**src/rtl/udp_payload_gen.sv**
```systemverilog
// Parametrised UDP payload source for the 32-bit send_top application interface.
// Generates packets of runtime length in incrementing, LFSR or fixed patterns with valid/ready.
module udp_payload_gen #(
  parameter int unsigned MAX_LEN_BYTES = 1024,
  parameter logic [31:0] LFSR_SEED     = 32'hFFFFFFFF,
  parameter int unsigned GAP_W         = 16
) (
  input  logic             clk_32,
  input  logic             reset_32,
  input  logic             enable,
  input  logic [1:0]       cfg_mode,
  input  logic [15:0]      cfg_len_bytes,
  input  logic [15:0]      cfg_pkt_count,
  input  logic [GAP_W-1:0] cfg_gap,
  input  logic [31:0]      cfg_pattern,
  input  logic             cfg_insert_error,
  output logic [31:0]      udp_from_app_data,
  output logic [3:0]       udp_from_app_keep,
  output logic             udp_from_app_valid,
  output logic             udp_from_app_last,
  input  logic             udp_to_app_ready,
  output logic [15:0]      data_from_app_length,
  output logic             busy,
  output logic             done,
  output logic [31:0]      pkt_sent,
  output logic             gen_active_flash
);

  localparam logic [15:0] MaxLen = 16'(MAX_LEN_BYTES);

  typedef enum logic [2:0] {StIdle, StLoad, StSend, StGap, StHold} state_e;

  state_e           state_q, state_d;
  logic [1:0]       tail_q, tail_d, mode_q, mode_d;
  logic [15:0]      words_q, words_d, count_q, count_d, k_q, k_d, seq_q, seq_d;
  logic [31:0]      pattern_q, pattern_d, lfsr_q, lfsr_d;
  logic             err_q, err_d;
  logic [GAP_W-1:0] gap_len_q, gap_len_d, gap_cnt_q, gap_cnt_d;
  logic [31:0]      data_q, data_d, pkt_sent_q, pkt_sent_d;
  logic [3:0]       keep_q, keep_d;
  logic             valid_q, valid_d, last_q, last_d, busy_q, done_q, done_d;
  logic             flash_q, flash_d;
  logic [15:0]      length_q, length_d;

  logic [15:0] len_clamp, words_clamp;
  logic [31:0] lfsr_step;

  assign len_clamp   = (cfg_len_bytes == 16'd0) ? 16'd1 :
                       (cfg_len_bytes > MaxLen) ? MaxLen : cfg_len_bytes;
  assign words_clamp = (len_clamp + 16'd3) >> 2;
  // Galois step: x^32 + x^22 + x^2 + x + 1, msb feeds back into bit 0.
  assign lfsr_step   = {lfsr_q[30:0], 1'b0} ^ (lfsr_q[31] ? 32'h0040_0007 : 32'h0);

  // Next beat to present: beat 0 of a new packet in LOAD, beat k+1 otherwise.
  logic [1:0]  b_mode, b_tail;
  logic [31:0] b_pat, b_lfsr, b_raw, b_data;
  logic        b_err, b_last;
  logic [15:0] b_words, b_k;
  logic [3:0]  b_keep;

  always_comb begin
    b_mode  = mode_q;
    b_tail  = tail_q;
    b_pat   = pattern_q;
    b_err   = err_q;
    b_words = words_q;
    b_k     = k_q + 16'd1;
    b_lfsr  = lfsr_step;
    if (state_q == StLoad) begin
      b_mode  = cfg_mode;
      b_tail  = len_clamp[1:0];
      b_pat   = cfg_pattern;
      b_err   = cfg_insert_error;
      b_words = words_clamp;
      b_k     = 16'd0;
      b_lfsr  = lfsr_q;
    end
    b_last = (b_k == b_words - 16'd1);
    b_keep = 4'hF;
    if (b_last) begin
      case (b_tail)
        2'd1:    b_keep = 4'b1000;
        2'd2:    b_keep = 4'b1100;
        2'd3:    b_keep = 4'b1110;
        default: b_keep = 4'b1111;
      endcase
    end
    case (b_mode)
      2'd1:    b_raw = b_lfsr;
      2'd2:    b_raw = b_pat;
      default: b_raw = {seq_q, b_k};
    endcase
    b_data = b_raw & {{8{b_keep[3]}}, {8{b_keep[2]}}, {8{b_keep[1]}}, {8{b_keep[0]}}};
    if (b_last && b_err) b_data[24] = ~b_data[24];
  end

  always_comb begin
    logic exit_eval;
    exit_eval  = 1'b0;
    state_d    = state_q;
    tail_d     = tail_q;
    mode_d     = mode_q;
    words_d    = words_q;
    count_d    = count_q;
    k_d        = k_q;
    seq_d      = seq_q;
    pattern_d  = pattern_q;
    lfsr_d     = lfsr_q;
    err_d      = err_q;
    gap_len_d  = gap_len_q;
    gap_cnt_d  = gap_cnt_q;
    data_d     = data_q;
    keep_d     = keep_q;
    valid_d    = valid_q;
    last_d     = last_q;
    length_d   = length_q;
    done_d     = 1'b0;
    pkt_sent_d = pkt_sent_q;
    flash_d    = flash_q;
    case (state_q)
      StIdle: begin
        if (enable) begin
          state_d = StLoad;
          seq_d   = 16'd0;
          lfsr_d  = LFSR_SEED;
        end
      end
      StLoad: begin
        tail_d    = len_clamp[1:0];
        words_d   = words_clamp;
        mode_d    = cfg_mode;
        pattern_d = cfg_pattern;
        err_d     = cfg_insert_error;
        gap_len_d = cfg_gap;
        count_d   = cfg_pkt_count;
        length_d  = len_clamp;
        k_d       = 16'd0;
        valid_d   = 1'b1;
        data_d    = b_data;
        keep_d    = b_keep;
        last_d    = b_last;
        state_d   = StSend;
      end
      StSend: begin
        if (valid_q && udp_to_app_ready) begin
          if (mode_q == 2'd1) lfsr_d = lfsr_step;
          if (last_q) begin
            pkt_sent_d = pkt_sent_q + 32'd1;
            flash_d    = ~flash_q;
            seq_d      = seq_q + 16'd1;
            valid_d    = 1'b0;
            data_d     = 32'd0;
            keep_d     = 4'd0;
            last_d     = 1'b0;
            if (gap_len_q != '0) begin
              state_d   = StGap;
              gap_cnt_d = gap_len_q;
            end else begin
              exit_eval = 1'b1;
            end
          end else begin
            k_d    = k_q + 16'd1;
            data_d = b_data;
            keep_d = b_keep;
            last_d = b_last;
          end
        end
      end
      StGap: begin
        if (gap_cnt_q == GAP_W'(1)) exit_eval = 1'b1;
        else gap_cnt_d = gap_cnt_q - GAP_W'(1);
      end
      StHold: begin
        if (!enable) state_d = StIdle;
      end
      default: state_d = StIdle;
    endcase
    if (exit_eval) begin
      if (count_q != 16'd0 && seq_d == count_q) begin
        done_d  = 1'b1;
        state_d = StHold;
      end else if (enable) begin
        state_d = StLoad;
      end else begin
        state_d = StIdle;
      end
    end
  end

  always_ff @(posedge clk_32 or posedge reset_32) begin
    if (reset_32) begin
      state_q    <= StIdle;
      tail_q     <= 2'd0;
      mode_q     <= 2'd0;
      words_q    <= 16'd0;
      count_q    <= 16'd0;
      k_q        <= 16'd0;
      seq_q      <= 16'd0;
      pattern_q  <= 32'd0;
      lfsr_q     <= LFSR_SEED;
      err_q      <= 1'b0;
      gap_len_q  <= '0;
      gap_cnt_q  <= '0;
      data_q     <= 32'd0;
      keep_q     <= 4'd0;
      valid_q    <= 1'b0;
      last_q     <= 1'b0;
      length_q   <= 16'd0;
      busy_q     <= 1'b0;
      done_q     <= 1'b0;
      pkt_sent_q <= 32'd0;
      flash_q    <= 1'b0;
    end else begin
      state_q    <= state_d;
      tail_q     <= tail_d;
      mode_q     <= mode_d;
      words_q    <= words_d;
      count_q    <= count_d;
      k_q        <= k_d;
      seq_q      <= seq_d;
      pattern_q  <= pattern_d;
      lfsr_q     <= lfsr_d;
      err_q      <= err_d;
      gap_len_q  <= gap_len_d;
      gap_cnt_q  <= gap_cnt_d;
      data_q     <= data_d;
      keep_q     <= keep_d;
      valid_q    <= valid_d;
      last_q     <= last_d;
      length_q   <= length_d;
      busy_q     <= (state_d != StIdle);
      done_q     <= done_d;
      pkt_sent_q <= pkt_sent_d;
      flash_q    <= flash_d;
    end
  end

  assign udp_from_app_data    = data_q;
  assign udp_from_app_keep    = keep_q;
  assign udp_from_app_valid   = valid_q;
  assign udp_from_app_last    = last_q;
  assign data_from_app_length = length_q;
  assign busy                 = busy_q;
  assign done                 = done_q;
  assign pkt_sent             = pkt_sent_q;
  assign gen_active_flash     = flash_q;

endmodule

```
**config.mk**
```make
export PLATFORM = sky130hd
export DESIGN_NAME = udp_payload_gen
export DESIGN_NICKNAME = d
export VERILOG_FILES = /design/src/rtl/udp_payload_gen.sv
export SDC_FILE = /design/constraint.sdc
export NUM_CORES = 1
export LEC_CHECK = 0
export ABC_AREA = 1
export CORE_UTILIZATION = 45
export DETAILED_ROUTE_END_ITERATION = 10
export GPL_ROUTABILITY_DRIVEN = 0
export PLACE_DENSITY = 0.78
export SLEW_MARGIN = 20
export SYNTH_ARGS = -nofsm -noshare
export SYNTH_HDL_FRONTEND = slang
export SYNTH_SLANG_ARGS = --single-unit
```
**constraint.sdc**
```tcl
create_clock -name clk_32 -period 8.07 [get_ports clk_32]
set_clock_uncertainty 0.2 [all_clocks]
set_input_delay 0.807 -clock clk_32 [delete_from_list [all_inputs] [get_ports clk_32]]
set_output_delay 0.807 -clock clk_32 [all_outputs]
set_load 0.005 [all_outputs]
```
# Word-level counts from Yosys, hierarchy flattened

Index checks and enable logic that the tools add are counted.

Bits in registers: 257
Output and inout port bits: 89
Logic and storage cells: 127

$add $sub $neg: 6
Magnitude comparators: 1
Eq/ne operators: 20
Multiplexer cells: 58
Bitwise gates (word level): 4
Reductions and logical operators: 17

Operator list:

| kind                                                                              | number |
|---|---|
| 32-bit two-way mux                                                                | 7 |
| 16-bit two-way mux                                                                | 13 |
| 32-bit one-hot mux with 2 select lines                                            | 3 |
| 16-bit one-hot mux with 2 select lines                                            | 3 |
| 16-bit by 1-bit adder with 16-bit output, second input constant                   | 2 |
| 32-bit by 1-bit adder with 32-bit output, second input constant                   | 1 |
| 32-bit bitwise AND                                                                | 1 |
| 16-bit == test                                                                    | 2 |
| 16-bit nonzero test                                                               | 2 |
| 16-bit by 1-bit subtractor with 16-bit output, second input constant              | 2 |
| 32-bit by 23-bit bitwise XOR with 32-bit output                                   | 1 |
| 3-bit two-way mux                                                                 | 8 |
| 23-bit two-way mux                                                                | 1 |
| 16-bit by 2-bit adder with 16-bit output, second input constant                   | 1 |
| 16-bit by 1-bit == test with 1-bit output, second input constant                  | 1 |
| 16-bit by 11-bit greater-than comparator with 1-bit output, second input constant | 1 |
| 16-bit zero test                                                                  | 1 |
| 3-bit one-hot mux with 5 select lines                                             | 1 |
| 2-bit inequality test, second input constant                                      | 7 |
| 1-bit two-way mux                                                                 | 13 |
| 3-bit one-hot mux with 3 select lines                                             | 1 |
| 3-bit AND reduction                                                               | 3 |
| 4-bit two-way mux                                                                 | 2 |
| 4-bit one-hot mux with 2 select lines                                             | 1 |
| other kinds (15)                                                                  | 28 |

# Logic depth before layout (Yosys ltp)

Gate-level depths: netlist of run 1.

Depth after elaboration: 14
Gate-level depth with buffers: 28
Gate-level depth less buffers: 27

# Least setup slack after synthesis of run 1

OpenSTA, ideal clock, no wires.

Path kind: register to register
From: register state_q[2]
To: register data_q[25] (netlist: udp_from_app_data[25])
Library setup time: 122 ps
Data arrival time: 3394 ps
Data required time: 7748 ps
Slack: 4355 ps
Stages on the path, launching flop included: 17
Path buffers: 7
Period minus slack after synthesis: 3715 ps
Path through: dfrtp_1 > nor2_1 > nand2_1 > inv_1 > buf_2 > buf_1 > clkbuf_1 > clkbuf_1 > or2_2 > o21ai_0 > ha_1 > clkbuf_1 > inv_1 > clkbuf_1 > clkbuf_1 > nand3_1 > a32o_1

Cells in the longest elaborated chain, start to end: 8
Elaborated cells between the ends (all ways): 15

Ends and longest elaborated chain:

| item                                                                             | line    | source |
|---|---|---|
| start: declaration                                                               | 33      | `state_e state_q, state_d;` |
| start signal: assignment                                                         | 192     | `state_q <= StIdle;` |
| start signal: assignment                                                         | 214     | `state_q <= state_d;` |
| 3-bit by 1-bit == test with 1-bit output                                         | 69, 120 |  |
| 2-bit two-way mux                                                                | -       |  |
| 2-bit == test / 2-bit by 1-bit == test with 1-bit output (equally long branches) | 88      | `case (b_mode)` |
| 32-bit one-hot mux with 2 select lines                                           | 88      |  |
| 32-bit bitwise AND                                                               | 93      | `b_data = b_raw & {{8{b_keep[3]}}, {8{b_keep[2]}}, {8{b_keep[1]}}, {8{b_keep[0]}}};` |
| 32-bit two-way mux                                                               | 147     | `if (last_q) begin` |
| 32-bit two-way mux                                                               | 145     | `if (valid_q && udp_to_app_ready) begin` |
| 32-bit one-hot mux with 2 select lines                                           | 120     | `case (state_q)` |
| end signal: assignment                                                           | 226     | `data_q <= data_d;` |
| end: declaration                                                                 | 39      | `logic [31:0] data_q, data_d, pkt_sent_q, pkt_sent_d;` |

Several ways; a longest one is shown, not always the timed one. The select of a mux whose other input is x is not followed.
A chain may end at the register's enable or synchronous reset.

# Final worst setup path of run 1

From: register state_q[2]
To: register k_q[2]

Cells in the longest elaborated chain, start to end: 3
Elaborated cells between the ends (all ways): 7

Ends and longest elaborated chain:

| item                                                                                                        | line | source |
|---|---|---|
| 3-bit by 2-bit == test with 1-bit output / 3-bit by 1-bit == test with 1-bit output (equally long branches) | 120  |  |
| 2-bit inequality test (no line) / 2-bit nonzero test (equally long branches)                                | -    |  |
| 3-bit AND reduction (no line)                                                                               | -    |  |
| end signal: assignment                                                                                      | 219  | `k_q <= k_d;` |
| end: declaration                                                                                            | 35   | `logic [15:0] words_q, words_d, count_q, count_d, k_q, k_d, seq_q, seq_d;` |

Several ways; a longest one is shown, not always the timed one.

==> results.yml, run 1 <==
final_layout:
  drive_gt1_share_pct: 9.15
  syn_to_final_growth_pct: 22.5
  fin_cells: 2303
  n_antenna_cell: 0
  nets: 1991
  fin_util_pct: 56.3
clock_network:
  cts_buffers: 28
  ctsRootBufferMaster: "clkbuf_16"
  postCtsSetupRepairBufs: 0
  clock_sink_count: 257
  cts_tree: "built"
  clk-insertion-delay-late_ps: 550
  cts.clk_slew.worst_paths_ps: 60
  post_cts_resized: 0
  postCtsHoldBufs: 0
  cts.htree.levels: 1
  clk_path_buf_depth: 3
synth:
  synth_most_common_cell: "nand2_1"
  ys_ff_latch: 257
  ys_types: 57
  ys_seq_area_share_pct: 47.2
  synthTopCellsByCount: "nand2_1 (530), dfrtp_1 (225), inv_1 (206)"
  synth_edf_count: 0
  synth_warnings: 0
  synth_area_leaders: "dfrtp_1 (41%), nand2_1 (15%), dfstp_2 (6.1%)"
  syn-cell-area_mm2: 0.0137
  synth_area_per_cell_um2: 7.82
  synth_top_cell_by_area: "dfrtp_1"
  syn_inst: 1751
  synth_nets: 1848
  synth_top_cell_area_share_pct: 41.1
  synth_ff_type: "dfrtp_1"
  async_flop_share_pct: 100
setup_path:
  ff2ff_setup_slack_ps: 3270
  arrival_ps: 5070
  crit_fanout: 74
  rr_endpoint: "k_q[2]$_DFFE_PP0P_"
  critPathLaunchType: "flop"
  crit_type: "reg2reg"
  worstPathRequired_ps: 8340
  regToRegStartpoint: "state_q[2]$_DFF_PP0_"
  crit_path_end_kind: "flop"
  worstRegToRegCells: 12
drt:
  wl_met2_um: 16900
  vias_per_cell: 5.29
  wl_met1_um: 15300
  ant_nets: 0
  vias: 12200
  remaining_drc_errors: 0
  maxUsedRoutingLayer: "met4"
  wl_um: 35600
  first_pass_iters: 6
  wire_per_inst_um: 15.5
  first_iter_violations: 886
  dr_wl_met3_um: 2310
outcome:
  status: "completed"
global_route:
  track_usage_pct: 22.9
  grt.overflow.total: 0
  grt_first_pass_wirelength_um: 58300
  antenna_found_initial: 0
  grt_max_degree: 157
  first_global_vias: 11700
power:
  internal-power_mw: 2.26
  switching_share_pct: 22.9
  power_frac_seq_pct: 45.6
  pwr-share-clk_pct: 47.4
  power_density_mw_per_mm2: 175
  power.total_mw: 2.94
  cellLeakagePower_nw: 7.78
  combPwrFrac_pct: 7.0
  vdd_drop_max_v: 0.000144
  p_sw_mw: 0.673
die:
  coreArea_mm2: 0.0298
  start_util_pct: 46.0
  chipWidth_um: 176
  row_count: 63
  design.portCount: 176
  die_h_um: 176
  dieArea_mm2: 0.0311
sta:
  fmax_ghz: 0.208
  slew_violations: 0
  relSlewSlack_pct: 40.2
  worst_slew_pin_slew_ps: 897
  tns_ps: 0
  fin_crit_sh_pct: 59.5
  setup_viol: 0
  rsz0062_at_grt: "false"
  hold_viol_final: 0
  worst_slack_ps: 3270
  period_minus_slack_ps: 4800
run:
  cap_violations: 0
min_path:
  min_path_cells: 1
  min_path_type: "reg2reg"
  holdPathEnd: "gen_active_flash$_DFFE_PP0P_"
  hold_path_startpoint: "gen_active_flash$_DFFE_PP0P_"
placed_design:
  portBuffers: 175
  dp.cells: 2254
  place_ws_ps: 3330
  dpl.hpwl_um: 25000
power by group through the flow:
stage,Clock [mW],Combinational (mW),Sequential (mW)
5_1_grt,1.46,0.229,1.34
6_report,1.39,0.205,1.34
4_1_cts,1.41,0.206,1.34
3_3_place_gp,0,0.201,1.36
2_1_floorplan,0,0.103,1.36
3_5_place_dp,0,0.205,1.36
worst max path at each step:
stage	from	slack (ps)	end	cells after the start
after floorplan	reset_32	50	busy$_DFF_PP0_	1
after global placement	state_q[2]$_DFF_PP0_	3490	k_q[1]$_DFFE_PP0P_	12
after detailed placement	state_q[2]$_DFF_PP0_	3330	k_q[2]$_DFFE_PP0P_	12
after CTS	state_q[2]$_DFF_PP0_	3320	k_q[2]$_DFFE_PP0P_	12
after global routing	state_q[2]$_DFF_PP0_	2890	k_q[2]$_DFFE_PP0P_	12
final	state_q[2]$_DFF_PP0_	3270	k_q[2]$_DFFE_PP0P_	12
logic make-up (layout without fill, tap and decap cells):
kind of cell	count (synthesis)	in the layout	synth area share, %
and+or+nand+nor	872	872	28.3
AOI/OAI and AO/OA	273	273	11.9
DFF	257	257	47.2
adders and majority gates	10	10	0.913
buffers and inverters	283	445	8.06
xor gates and xnor gates	56	56	3.58
per-stage QoR:
step / hold slack, ps / cell area [um2]
2_1_floorplan: 245 / 13700
3_3_place_gp: 262 / 15800
3_5_place_dp: 262 / 15800
4_1_cts: 274 / 16800
5_1_grt: 293 / 16800
6_report: 265 / 16800
final cells by class:
class | instances | area (um2)
Fill cell | 2628 | 13000
Sequential cell | 257 | 6470
Multi-Input combinational cell | 1211 | 6160
Timing Repair Buffer | 185 | 1850
Inverter | 211 | 802
Clock buffer | 35 | 797
Tap cell | 390 | 488
Clock inverter | 14 | 215
registers in the layout, indices dropped and copies added (netlist names):
name,flops
busy,1
count_q,16
data_from_app_length,16
done,1
err_q,1
gap_cnt_q,16
gap_len_q,16
gen_active_flash,1
k_q,16
lfsr_q,32
mode_q,2
pattern_q,32
pkt_sent,32
seq_q,16
state_q,3
tail_q,2
udp_from_app_data,32
udp_from_app_keep,4
udp_from_app_last,1
udp_from_app_valid,1
words_q,16
layer usage:
metal	global-route usage, %	vias up
met2	37.9	400
met1	30.3	5770
met3	3.68	86
met5	0	-
met4	8.33	0
li1	-	5922
critical path: stages, from the launching register on:
cell and delay, ps:
dfrtp_1 400, nor2_1 280, nand2_4 310, inv_4 660, buf_4 630, nor2_2 80, buf_4 290, a21oi_4 150
buf_4 560, inv_1 280, nor2_1 350, inv_1 260, o21ai_0 220
placed cells by master, fill, tap and decap left out, types with 16 or more instances in the layout:
cell               n
o211ai_1          21
a32o_1            20
dfrtp_1          225
o21ai_0          161
nand3_1           87
nor2_2            16
clkdlybuf4s50_1  175
nand4_1           26
clkbuf_16         28
a21oi_1           19
dfstp_2           32
a31oi_1           16
inv_1            204
xor2_1            43
nor2_1           127
nand3_2           29
nand2_1          529
Note: power is estimated with default switching activity, not from simulation.
==> run 2: changes to the inputs <==
PLACE_DENSITY = 0.75   (was 0.78)
clock period = 4.45 ns   (was 8.07 ns; I/O delays follow)
==> run 2 against run 1 <==
Against the previous run: worst hold slack got worse by 11 ps; sequential cell count did not move; sequential power rose by 81%; setup slack got worse by 2800 ps; final cell count rose by 0.56%; critical endpoint is now udp_from_app_data[20]$_DFFE_PP0P_.
==> results.yml, run 2 (same netlist as run 1, synthesis figures left out) <==
global_route:
  grt_max_degree: 79
  antenna_found_initial: 0
  track_usage_pct: 23.2
  grt.overflow.total: 0
  grt_first_pass_wirelength_um: 59100
  first_global_vias: 11900
setup_path:
  critPathLaunchType: "flop"
  crit_fanout: 27
  crit_type: "reg2reg"
  rr_endpoint: "udp_from_app_data[20]$_DFFE_PP0P_"
  worstPathRequired_ps: 4670
  ff2ff_setup_slack_ps: 490
  regToRegStartpoint: "state_q[2]$_DFF_PP0_"
  crit_path_end_kind: "flop"
  worstRegToRegCells: 23
  arrival_ps: 4180
power:
  combPwrFrac_pct: 7.2
  power_density_mw_per_mm2: 311
  power.total_mw: 5.23
  pwr-share-clk_pct: 46.4
  switching_share_pct: 22.7
  internal-power_mw: 4.04
  power_frac_seq_pct: 46.4
  vdd_drop_max_v: 0.000280
  p_sw_mw: 1.19
  cellLeakagePower_nw: 7.82
drt:
  vias: 12200
  first_iter_violations: 764
  wire_per_inst_um: 15.5
  remaining_drc_errors: 0
  ant_nets: 0
  vias_per_cell: 5.28
  first_pass_iters: 6
  wl_um: 35800
sta:
  worst_slew_pin_slew_ps: 929
  relSlewSlack_pct: 37.9
  fin_crit_sh_pct: 89.0
  period_minus_slack_ps: 3960
  slew_violations: 0
  rsz0062_at_grt: "false"
  hold_viol_final: 0
  tns_ps: 0
  fmax_ghz: 0.253
  setup_viol: 0
min_path:
  holdPathEnd: "gap_len_q[3]$_DFFE_PP0P_"
  min_path_cells: 3
  min_path_type: "in2reg"
  hold_path_startpoint: "cfg_gap[3]"
clock_network:
  cts_tree: "built"
  postCtsHoldBufs: 0
  cts.htree.levels: 1
  clk_path_buf_depth: 3
  post_cts_resized: 0
  cts_buffers: 28
  clock_sink_count: 257
  ctsRootBufferMaster: "clkbuf_16"
  clk-insertion-delay-late_ps: 540
  cts.clk_slew.worst_paths_ps: 60
  postCtsSetupRepairBufs: 0
final_layout:
  n_antenna_cell: 0
  layout_common_cells: "nand2_1 (529), dfrtp_1 (225), inv_1 (204), clkdlybuf4s50_1 (175), o21ai_0 (161)"
  drive_gt1_share_pct: 9.24
  syn_to_final_growth_pct: 22.8
  nets: 2001
  mostFrequentLayoutCell: "nand2_1"
die:
  row_count: 63
  dieArea_mm2: 0.0311
  design.portCount: 176
  die_h_um: 176
  start_util_pct: 46.0
  coreArea_mm2: 0.0298
  chipWidth_um: 176
outcome:
  status: "completed"
run:
  cap_violations: 0
placed_design:
  dpl.hpwl_um: 25500
  portBuffers: 175
run 2: worst max path at each step:
stage | slack [ps] | end | start
2_1_floorplan | 450 | busy$_DFF_PP0_ | reset_32
3_3_place_gp | 350 | udp_from_app_data[19]$_DFFE_PP0P_ | cfg_len_bytes[3]
3_5_place_dp | 240 | udp_from_app_data[20]$_DFFE_PP0P_ | cfg_len_bytes[3]
4_1_cts | 540 | udp_from_app_data[20]$_DFFE_PP0P_ | state_q[2]$_DFF_PP0_
5_1_grt | 180 | udp_from_app_data[19]$_DFFE_PP0P_ | state_q[2]$_DFF_PP0_
6_report | 490 | udp_from_app_data[20]$_DFFE_PP0P_ | state_q[2]$_DFF_PP0_
run 2: cell type report:
class                      count  area, um2
tap                          390        488
clock inverter                 6        105
fill                        2688      13000
sequential                   257       6470
timing repair buffer         195       1940
inverter                     211        798
multi-input combinational   1211       6160
clock buffer                  46        860
run 2: routing by layer:
layer / wire, um / track usage [%] / vias to the layer above / part of all wire, %
met5: 0 / 0 / - / 0
met4: 997 / 7.36 / 0 / 2.8
met3: 2210 / 3.70 / 65 / 6.2
met2: 17000 / 37.9 / 368 / 47
met1: 15600 / 31.5 / 5860 / 44
li1: - / - / 5941 / -
run 2: power groups by stage:
stage          clock network [mW]  registers, mW  logic, mW
2_1_floorplan                   0           2.46      0.187
3_3_place_gp                    0           2.47      0.371
3_5_place_dp                    0           2.47      0.378
4_1_cts                      2.47           2.43      0.380
5_1_grt                      2.56           2.43      0.419
6_report                     2.43           2.43      0.377
run 2: metrics by stage:
step | std cells | utilization [%] | hold slack [ps] | instance area (um2) | worst slack, ps
after floorplan | 1751 | - | 245 | 13700 | 446
after global placement | 2264 | 53.2 | 256 | 15900 | 349
after detailed placement | 2264 | 53.2 | 264 | 15900 | 238
after CTS | 2316 | 56.5 | 239 | 16800 | 545
after global routing | 2316 | 56.5 | 272 | 16800 | 181
final | 2316 | 56.5 | 254 | 16800 | 490
run 2: critical path, stage by stage (launching register included):
cell and delay, ps:
dfrtp_1 390, nor2_1 330, nand2_4 260, inv_4 340, nand3_1 180, inv_1 140
nand2_1 60, nand2_1 90, a21boi_2 70, ha_1 290, xnor2_1 130, a21oi_1 120
nand2_1 70, inv_1 50, nand2_1 40, nor2_1 90, nand3_1 80, nor2_1 90
nand3_1 100, nor2_2 140, and2_4 290, nand2_8 120, nand3_2 80, nand2_1 60
==> run 3: changes to the inputs <==
CELL_PAD_IN_SITES_DETAIL_PLACEMENT = 0   (was unset)
CELL_PAD_IN_SITES_GLOBAL_PLACEMENT = 1   (was unset)
CORE_UTILIZATION = 41   (was 45)
PLACE_DENSITY = 0.88   (was 0.75)
SLEW_MARGIN = unset   (was 20)
==> run 3 against run 2 <==
Against the previous run: wire length increased by 2.1%; cell area increased by 0.13%; worst hold slack got worse by 150 ps; combinational power about the same.
==> results.yml, run 3 (same netlist as run 1, synthesis figures left out) <==
outcome:
  status: "completed"
setup_path:
  crit_type: "reg2reg"
  arrival_ps: 4060
  worstPathRequired_ps: 4670
  crit_path_end_kind: "flop"
  crit_fanout: 34
  critPathLaunchType: "flop"
die:
  die_h_um: 185
  chipWidth_um: 185
  dieArea_mm2: 0.0342
  design.portCount: 176
  coreArea_mm2: 0.0327
  row_count: 66
  start_util_pct: 41.9
drt:
  remaining_drc_errors: 0
  first_pass_iters: 6
  ant_nets: 0
  first_iter_violations: 848
  dr_wl_met3_um: 2090
  wl_met1_um: 16500
  vias_per_cell: 5.05
  wire_per_inst_um: 15.4
  wl_um: 36600
  maxUsedRoutingLayer: "met4"
  wl_met2_um: 17100
  vias: 12000
sta:
  hold_viol_final: 0
  worst_slew_pin_slew_ps: 995
  setup_viol: 0
  worst_slack_ps: 607
  rsz0062_at_grt: "false"
  slew_violations: 0
  tns_ps: 0
  relSlewSlack_pct: 33.7
  timing.hold.ws_ps: 102
  period_minus_slack_ps: 3840
  fmax_ghz: 0.260
  fin_crit_sh_pct: 86.4
global_route:
  first_global_vias: 11600
  grt_first_pass_wirelength_um: 60500
  grt_max_degree: 142
  antenna_found_initial: 0
  track_usage_pct: 22.0
  grt.overflow.total: 0
clock_network:
  clk-insertion-delay-late_ps: 550
  postCtsSetupRepairBufs: 0
  clock_sink_count: 257
  cts.clk_slew.worst_paths_ps: 60
  post_cts_resized: 0
  clk_path_buf_depth: 3
  postCtsHoldBufs: 0
  cts_buffers: 29
  cts_tree: "built"
  cts.htree.levels: 1
  ctsRootBufferMaster: "clkbuf_16"
power:
  power_density_mw_per_mm2: 307
  combPwrFrac_pct: 7.3
  power.total_mw: 5.18
  cellLeakagePower_nw: 7.81
  p_sw_mw: 1.22
  switching_share_pct: 23.6
  pwr-share-clk_pct: 45.8
  power_frac_seq_pct: 46.9
  internal-power_mw: 3.96
  vdd_drop_max_v: 0.000313
final_layout:
  nets: 2001
  fin_util_pct: 51.5
  fin_cells: 2369
  seqCellArea_mm2: 0.00647
  mostFrequentLayoutCell: "nand2_1"
  n_antenna_cell: 0
  layout_common_cells: "nand2_1 (529), dfrtp_1 (225), inv_1 (204), clkdlybuf4s50_1 (175), o21ai_0 (161)"
  drive_gt1_share_pct: 9.39
  multi_input_area_mm2: 0.00616
  syn_to_final_growth_pct: 22.9
  fillers: 3173
  postLayoutCellArea_mm2: 0.0168
min_path:
  min_path_type: "in2async"
placed_design:
  dpl.hpwl_um: 25900
  place_area_mm2: 0.0159
  place_ws_ps: 249
  dp.cells: 2315
  portBuffers: 175
run:
  cap_violations: 0
==> run 3: cell type report <==
cell class / count / area share (%)
Clock buffer: 42 / 4.90
Clock inverter: 12 / 0.698
Inverter: 211 / 4.74
Multi-Input combinational cell: 1211 / 36.6
Sequential cell: 257 / 38.4
Tap cell: 442 / 3.28
Timing Repair Buffer: 194 / 11.4
==> run 3: path summary, 6_finish.rpt <==
path / cells after the start / end / slack [ps] / from
worst max register to register: 23 / udp_from_app_data[23]$_DFFE_PP0P_ / 610 / state_q[2]$_DFF_PP0_
max in group asynchronous: 3 / udp_from_app_data[0]$_DFFE_PP0P_ / 2800 / reset_32
worst min register to register: 1 / gen_active_flash$_DFFE_PP0P_ / 270 / gen_active_flash$_DFFE_PP0P_
min in group clk_32: 3 / gap_len_q[4]$_DFFE_PP0P_ / 230 / cfg_gap[4]
worst min-delay path: 2 / pattern_q[20]$_DFF_PP0_ / 100 / reset_32
worst max-delay path: 23 / udp_from_app_data[23]$_DFFE_PP0P_ / 610 / state_q[2]$_DFF_PP0_
==> run 3: critical path: stages (launching register included) <==
cell      delay (ps)
dfrtp_1          390
nor2_1           340
nand2_4          130
inv_4            340
nand3_1          190
inv_1            140
nand2_1           60
nand2_1           90
a21boi_2          70
ha_1             300
xnor2_1          140
a21oi_1          130
nand2_1           60
inv_1             50
nand2_1           40
nor2_1            80
nand3_1           90
nor2_1            90
nand3_1          100
nor2_2           130
and2_4           280
nand2_8          130
nand3_2           80
nand2_1           60
==> run 3: per-layer routing <==
layer | vias up | GRT usage (%)
li1 | 5946 | -
met1 | 5700 | 30.7
met2 | 278 | 35.4
met3 | 49 | 3.42
met4 | 0 | 5.79
met5 | - | 0
==> run 3: power by group through the flow <==
stage | Sequential [mW] | Clock [mW] | Combinational, mW
after CTS | 2.43 | 2.43 | 0.381
after global placement | 2.47 | 0 | 0.373
after global routing | 2.43 | 2.52 | 0.424
after floorplan | 2.46 | 0 | 0.187
final | 2.43 | 2.37 | 0.376
after detailed placement | 2.47 | 0 | 0.379
==> edit: new RTL, settings of run 1 <==
Re-encode `state_e` (5 states) as Gray code, 3 bits wide.
--- a/src/rtl/udp_payload_gen.sv
+++ b/src/rtl/udp_payload_gen.sv
@@ -28,7 +28,7 @@
 
   localparam logic [15:0] MaxLen = 16'(MAX_LEN_BYTES);
 
-  typedef enum logic [2:0] {StIdle, StLoad, StSend, StGap, StHold} state_e;
+  typedef enum logic [2:0] {StIdle = 3'b000, StLoad = 3'b001, StSend = 3'b011, StGap = 3'b010, StHold = 3'b110} state_e;
 
   state_e           state_q, state_d;
   logic [1:0]       tail_q, tail_d, mode_q, mode_d;
Formal check against the unedited RTL: no difference found for any inputs over 4 cycles, from zero or initial values and one cycle with reset_32 high; so few cycles prove little.
==> edit against run 1 <==
  * Global-route usage up 0.41 points
  * Routed wire length increased by 2.1%
  * Cell area grew 0.82%
  * Critical path depth grew 6
  * Synthesized area is 1.2% higher
  * Setup slack better by 500 ps
  * Sequential cell count unchanged
  * Final cell count rose by 2.3%
  * Worst hold slack got worse by 0.66 ps
Power is not compared: it rests on default switching activity, and its combinational part moved more than twofold at a synthesized area within 25%.
==> edit: results <==
export IMPL_status="complete, no violations"
export IMPL_synthesis_nets=1894
export IMPL_hold_path_startpoint="gen_active_flash"
export IMPL_antenna_found_initial=0
export IMPL_slew_headroom=0.401
export IMPL_nFillCells=2652
export IMPL_root_buffer="clkbuf_16"
export IMPL_fin_cells=2355
export IMPL_drtIter0Drc=1207
export IMPL_cp_arrival_ps=4570
export IMPL_yosys_top_cells_area="dfrtp_1, nand2_1, o21ai_0"
export IMPL_drive_gt1_frac=0.0840
export IMPL_first_pass_iters=5
export IMPL_timing_rr_end="udp_from_app_data[23]"
export IMPL_rr_worst_depth=22
export IMPL_hold_viol=0
export IMPL_hpwl_um=26200
export IMPL_final_nets=2040
export IMPL_cp_top_family="simple AND/OR/NAND/NOR gates"
export IMPL_cts_buffers=28
export IMPL_place_ws_ps=3240
export IMPL_dp_cells=2303
export IMPL_r2r_start="state_q[2]"
export IMPL_yosysUniqueCellTypes=53
export IMPL_grt_first_pass_wirelength_um=59800
export IMPL_antenna_cells=0
export IMPL_clk_pin_slew_ps=60
export IMPL_first_global_vias=12100
export IMPL_ys_seq_area_frac=0.467
export IMPL_rrSetupSlack_ps=3840
export IMPL_vias=12500
export IMPL_slowest_stage="clkdlybuf4s50_1"
export IMPL_io_buffers=175
export IMPL_wl_um=36400
export IMPL_htree_levels=1
export IMPL_grt_max_degree=170
export IMPL_gr_usage_all_layers=0.234
export IMPL_crit_fanout=12
export IMPL_synthCells=1797
export IMPL_yosys_top_cells_count="nand2_1, dfrtp_1, inv_1"
export IMPL_max_stage_delay_ps=500
==> edit: cell types whose count changed after synthesis, sizes merged, moves of 4 or more <==
cell | before | now
a31oi | 16 | 7
inv | 208 | 220
nand2 | 546 | 541
nand3 | 116 | 144
nand4 | 27 | 34
nor2 | 146 | 131
nor3 | 17 | 13
nor4 | 5 | 14
o21ai | 163 | 189
o31ai | 0 | 4
or2 | 6 | 11
xnor2 | 13 | 19
xor2 | 43 | 36
==> edit: cells by family (layout without fill, tap and decap cells) <==
family | after synthesis | in the layout | synth area share
DFF | 257 | 257 | 0.467
AOI/OAI and AO/OA | 289 | 289 | 0.126
xor gates and xnor gates | 55 | 55 | 0.0348
buffers and inverters | 290 | 458 | 0.0801
adders and majority gates | 10 | 10 | 0.00903
and+or+nand+nor | 896 | 896 | 0.283
==> edit: metrics by stage <==
step	power [mW]	area, um^2	hold slack [ps]	utilization
floorplan	3.91	13900	245	-
global placement	4.64	15900	256	0.532
detailed placement	4.73	15900	257	0.532
CTS	6.09	16900	269	0.565
global route	6.55	16900	285	0.565
finish	6.09	16900	264	0.565
==> edit: how the worst max path moves through the flow <==
stage / startpoint / endpoint / slack (ps)
global placement: udp_to_app_ready / pkt_sent[31] / 3420
detailed placement: udp_to_app_ready / pkt_sent[31] / 3240
global route: udp_to_app_ready / pkt_sent[30] / 3390
floorplan: reset_32 / busy / 50
finish: udp_to_app_ready / pkt_sent[30] / 3770
CTS: state_q[2] / udp_from_app_data[24] / 3640
==> edit: layout make-up <==
class                           count  area share
Clock buffer                       41      0.0484
Clock inverter                     11     0.00924
Inverter                          222      0.0498
Multi-Input combinational cell   1250       0.373
Sequential cell                   257       0.382
Tap cell                          390      0.0288
Timing Repair Buffer              184       0.108
==> edit: report_power, final <==
part | switching [mW] | leakage [nW] | total [mW] | internal, mW
Clock | 0.535 | 0.481 | 1.34 | 0.803
Combinational | 1.77 | 4.35 | 2.73 | 0.962
Sequential | 0.254 | 3.24 | 2.01 | 1.76
Total | 2.56 | 8.08 | 6.09 | 3.53
==> edit: worst reg2reg max path, cell delays in order (launching register included) <==
cell	delay, ps
dfrtp_1	420
nor2_1	110
nand2_4	450
buf_4	820
nand2_1	150
nand2_2	150
inv_2	60
ha_1	300
xor2_1	160
a21oi_1	100
o21ai_0	90
inv_1	70
nand2_1	50
nor2_1	80
nand2_1	50
inv_1	60
nand3_1	70
nor2_1	90
nand2_1	130
nor2_8	200
nand3_4	90
nand2_4	170
o21ai_2	70
==> edit: metal layers <==
layer,GRT usage,vias up,wire (um)
met5,0,-,0
met4,0.0648,0,1030
met3,0.0281,73,1950
met2,0.381,392,16900
met1,0.327,5874,16500
li1,-,6150,-
